===== config.mk =====
export PLATFORM = sky130hd
export DESIGN_NAME = sumador_serial
export DESIGN_NICKNAME = d
export VERILOG_FILES = /design/src/rtl/sumador_serial.sv
export SDC_FILE = /design/constraint.sdc
export NUM_CORES = 1
export LEC_CHECK = 0
export BUFFER_PORTS_ARGS = -buffer_cell sky130_fd_sc_hd__buf_2
export CORE_MARGIN = 2
export CORE_UTILIZATION = 35
export CTS_CLUSTER_SIZE = 25
export DETAILED_ROUTE_END_ITERATION = 8
export GPL_TIMING_DRIVEN = 0
export PLACE_DENSITY = 0.54
export SLEW_MARGIN = 40
export SYNTH_ARGS = -nofsm -noshare
export SYNTH_HDL_FRONTEND = slang
export SYNTH_SLANG_ARGS = --single-unit

===== constraint.sdc =====
create_clock -name clk -period 4.39 [get_ports clk]
set_clock_uncertainty 0.1 [all_clocks]
set_input_delay 0.878 -clock clk [delete_from_list [all_inputs] [get_ports clk]]
set_output_delay 0.878 -clock clk [all_outputs]
set_load 0.005 [all_outputs]

===== src/rtl/sumador_serial.sv =====
// Bit-serial unsigned adder with a start/busy/done handshake.
// A single full adder handles one operand bit per clock, LSB first, and the
// carry is kept in a register between cycles. The finished sum is registered
// and shown on two active-low 7-segment digits: the low hex nibble and the carry.
module sumador_serial #(
    parameter int WIDTH = 4
) (
    input  logic             clk,
    input  logic             rst_n,
    input  logic             start,
    input  logic [WIDTH-1:0] Ent1,
    input  logic [WIDTH-1:0] Ent2,
    output logic             busy,
    output logic             done,
    output logic [WIDTH-1:0] Resultado,
    output logic             Cout,
    output logic [6:0]       salida7seg0,
    output logic [6:0]       salida7seg1
);

    localparam int                IDX_W    = $clog2(WIDTH + 1);
    localparam logic [IDX_W-1:0] LAST_IDX = IDX_W'(WIDTH - 1);

    // Active-low glyphs, bit order {g,f,e,d,c,b,a}
    localparam logic [6:0] SEG_ZERO = 7'b1000000;
    localparam logic [6:0] SEG_ONE  = 7'b1111001;

    typedef enum logic [1:0] {
        IDLE,
        SUMA,
        FIN
    } state_t;

    state_t           state_q;
    logic [WIDTH-1:0] a_q;
    logic [WIDTH-1:0] b_q;
    logic [WIDTH-1:0] sum_sh_q;
    logic             carry_q;
    logic [IDX_W-1:0] idx_q;
    logic             busy_q;
    logic             done_q;
    logic [WIDTH-1:0] resultado_q;
    logic             cout_q;

    logic             sum_bit;
    logic             carry_d;
    logic [WIDTH-1:0] sum_sh_d;
    logic [3:0]       nibble;

    // Full adder on the current LSBs; the new sum bit enters the sum register at the MSB
    always_comb begin
        sum_bit  = a_q[0] ^ b_q[0] ^ carry_q;
        carry_d  = (a_q[0] & b_q[0]) | (carry_q & (a_q[0] ^ b_q[0]));
        sum_sh_d = {sum_bit, sum_sh_q[WIDTH-1:1]};
    end

    // Control FSM and datapath: accept operands, add one bit per clock, publish the result
    // NOTE: sequential state uses non-blocking assignments so every register samples pre-edge values.
    always_ff @(posedge clk or negedge rst_n) begin
        if (!rst_n) begin
            state_q     <= IDLE;
            a_q         <= '0;
            b_q         <= '0;
            sum_sh_q    <= '0;
            carry_q     <= 1'b0;
            idx_q       <= '0;
            busy_q      <= 1'b0;
            done_q      <= 1'b0;
            resultado_q <= '0;
            cout_q      <= 1'b0;
        end else begin
            case (state_q)
                IDLE: begin
                    if (start) begin
                        a_q      <= Ent1;
                        b_q      <= Ent2;
                        sum_sh_q <= '0;
                        carry_q  <= 1'b0;
                        idx_q    <= '0;
                        busy_q   <= 1'b1;
                        state_q  <= SUMA;
                    end
                end
                SUMA: begin
                    a_q      <= a_q >> 1;
                    b_q      <= b_q >> 1;
                    carry_q  <= carry_d;
                    sum_sh_q <= sum_sh_d;
                    idx_q    <= idx_q + IDX_W'(1);
                    // Only the complete sum is published, never a partial one
                    if (idx_q == LAST_IDX) begin
                        resultado_q <= sum_sh_d;
                        cout_q      <= carry_d;
                        done_q      <= 1'b1;
                        state_q     <= FIN;
                    end
                end
                FIN: begin
                    // A start seen here is dropped, not queued
                    done_q  <= 1'b0;
                    busy_q  <= 1'b0;
                    state_q <= IDLE;
                end
                default: begin
                    state_q <= IDLE;
                end
            endcase
        end
    end

    assign busy      = busy_q;
    assign done      = done_q;
    assign Resultado = resultado_q;
    assign Cout      = cout_q;

    // Wider results show only their low nibble; narrower ones are zero-extended
    assign nibble = 4'(resultado_q);

    // Hex decode of the registered low nibble, DE-board glyphs
    // NOTE: the default assignment before the case keeps this block free of inferred latches.
    always_comb begin
        salida7seg0 = SEG_ZERO;
        case (nibble)
            4'h0: salida7seg0 = 7'b1000000;
            4'h1: salida7seg0 = 7'b1111001;
            4'h2: salida7seg0 = 7'b0100100;
            4'h3: salida7seg0 = 7'b0110000;
            4'h4: salida7seg0 = 7'b0011001;
            4'h5: salida7seg0 = 7'b0010010;
            4'h6: salida7seg0 = 7'b0000010;
            4'h7: salida7seg0 = 7'b1111000;
            4'h8: salida7seg0 = 7'b0000000;
            4'h9: salida7seg0 = 7'b0010000;
            4'hA: salida7seg0 = 7'b0001000;
            4'hB: salida7seg0 = 7'b0000011;
            4'hC: salida7seg0 = 7'b1000110;
            4'hD: salida7seg0 = 7'b0100001;
            4'hE: salida7seg0 = 7'b0000110;
            4'hF: salida7seg0 = 7'b0001110;
            default: salida7seg0 = SEG_ZERO;
        endcase
    end

    // Carry digit: "1" or "0"
    always_comb begin
        salida7seg1 = cout_q ? SEG_ONE : SEG_ZERO;
    end

endmodule


==> metrics <==
data arrival time of the worst path=1.88 ns; Power Dens Cells=715 nW/µm²; FFs w/ async S/R, synth=1.00; syn_area_per_cell=11.1 µm²; vias=1017; CTS sink cnt=24; final core utilization=0.436; WL met2=1290 µm; Initial Util=0.367; clk_lat worst skew=0.26 ns; Min Clock Period, post-route=2.86 ns; switch share=0.377; DRC viols=0; CP max FO=9; Sequential cell area=601 µm²; Std-Cell Rows=22; core area=3690 µm²; postcts setup bufs=0; clk root buf=clkbuf_8; Worst-Margin Slew=0.565 ns; crit share post-route=0.650; Setup-failing EPs final=0; area of the multi-input gates=654 µm²; Rel. slew slack=0.623; antenna cell count=0; crit path kind=reg -> out; Cell Area, Synth=1350 µm²; Synth-to-Final Area Change=18.8%; cts hold-fix bufs=0; Crit Reg-Reg Startpoint=idx_q[0]; clock power share=0.127; I/O Buffers=27; CTS tree=yes; VDD IR-drop max=0.000264 V; internal power=0.716 mW; Worst Hold Launch=a_q[3]; Reg power frac=0.356; Fin Hold WS=0.402 ns; share of layout cells above drive strength 1=0.318; Final WS setup=1.53 ns; hpwl dp=2030 µm; number of vias per cell=5.03; Placed Instances=198; io pins=32; hold crit path type=reg -> reg; Final Slew Violations=0; Yosys cell types=30; vias in the first global route=965; CP startpoint=Resultado[0]; endpoint class of the critical path=output port; Mapped Cells=122; GPL Wtd Cong=0.676; gr usage total=0.126; Max Used Layer=met4; DRT Wirelength=2590 µm; initial antenna violation count=0; Seq/Total Area, Yosys=0.444; Worst-path clk slew=0.08 ns; clk buf depth=2; ANT nets after route=0; post-synthesis register bit count=24; DRT met1 WL=1160 µm; Synth Flop Type=dfrtp_1; Worst EP required=3.41 ns; wire per inst=12.8 µm; fill cell count=376; fin nets=176; pre-CTS worst setup slack=1.82 ns; CTS H-tree depth=1; EDFF count, synth=0; metal3 WL=118 µm; Fin Setup TNS=0 ns; CP startpoint kind=flop; largest net degree at the start of global routing=25; Inserted Clock Buffers=3; Die ar.=4380 µm²; max_cap viols=0; status=finished clean; cts repair resizes=0; final non-filler cell total=202; final hold viol count=0; Pre-antenna DRT Iters=4; Pleak=0.813 nW; first-pass GRT wire length=4330 µm; fmax=0.350 GHz; RSZ-0062 raised after global routing=false; YS warnings=0; Die Wd=66.2 µm; Die H=66.2 µm; drt first-iter violations=25; gr ovfl total=0; Comb pwr share=0.517; Net Switching=0.434 mW
area by class of cell:
| type | count | area share |
|---|---|---|
| timing repair buffer | 27 | 0.0840 |
| sequential | 24 | 0.374 |
| buffer | 11 | 0.0451 |
| clock buffer | 4 | 0.0342 |
| inverter | 8 | 0.0187 |
| multi-input combinational | 80 | 0.407 |
| tap | 48 | 0.0374 |
cells by family after synthesis:
family / Yosys count / share of synthesized area
buf+inv: 19 / 0.0758
fa+ha+maj: 10 / 0.0980
mux: 11 / 0.110
flops: 24 / 0.444
other cells: 2 / 0.00555
simple gates: 19 / 0.0813
compound gates: 37 / 0.186
cells in the mapped netlist, types with 3 or more instances:
master | instances | area share
mux2i_1 | 4 | 0.030
nand2b_1 | 3 | 0.014
buf_4 | 8 | 0.044
mux2_4 | 5 | 0.055
a21oi_1 | 7 | 0.026
a22o_1 | 7 | 0.045
nor2_1 | 7 | 0.019
o22ai_1 | 11 | 0.051
ha_1 | 9 | 0.083
inv_1 | 7 | 0.019
dfrtp_1 | 24 | 0.44
o21ai_0 | 5 | 0.018
nand2_1 | 3 | 0.0083
path summary, 6_finish.rpt:
check,depth (start not counted),end,slack (ns)
worst max-delay path,5,salida7seg0[3],1.53
worst min-delay path,1,a_q[3],0.40
worst max register to register,4,Resultado[2],2.89
worst min register to register,1,a_q[3],0.40
max in group asynchronous,1,sum_sh_q[3],3.36
min in group asynchronous,1,b_q[3],0.48
power groups by stage:
stage / Clock (mW) / Sequential [mW] / Combinational, mW
after floorplan: 0 / 0.393 / 0.428
after global placement: 0 / 0.407 / 0.577
after detailed placement: 0 / 0.413 / 0.603
after CTS: 0.149 / 0.409 / 0.604
after global routing: 0.158 / 0.424 / 0.660
final: 0.146 / 0.409 / 0.595
critical path: stages (launching register included):
cell and delay, ns:
dfrtp_1 0.51, inv_1 0.15, ha_1 0.31, inv_1 0.05, mux4_2 0.45, buf_2 0.14
layout by cell type, fill, tap and decap left out, types with 7 or more instances in the layout:
cell type and count:
nor2_1 7, ha_1 9, o22ai_1 11, buf_2 28
buf_4 8, dfrtp_1 24, a22o_1 7, inv_1 7
a21oi_1 7
state kept, by name, indices dropped and copies added (netlist names):
| signal | cells |
|---|---|
| sum_sh_q | 3 |
| carry_q | 1 |
| state_q | 2 |
| b_q | 4 |
| Cout | 1 |
| Resultado | 4 |
| busy | 1 |
| done | 1 |
| a_q | 4 |
| idx_q | 3 |
metrics by stage:
stage / power [mW] / cell area, µm²
floorplan: 0.821 / 1360
global placement: 0.984 / 1550
detailed placement: 1.02 / 1550
CTS: 1.16 / 1610
global route: 1.24 / 1610
finish: 1.15 / 1610
routing by layer:
metal  vias to the layer above  GRT usage
met2                        23      0.228
li1                        489          -
met5                         -          0
met4                         0     0.0383
met3                         2     0.0153
met1                       503      0.157
Note: power is estimated with default switching activity, not from simulation.
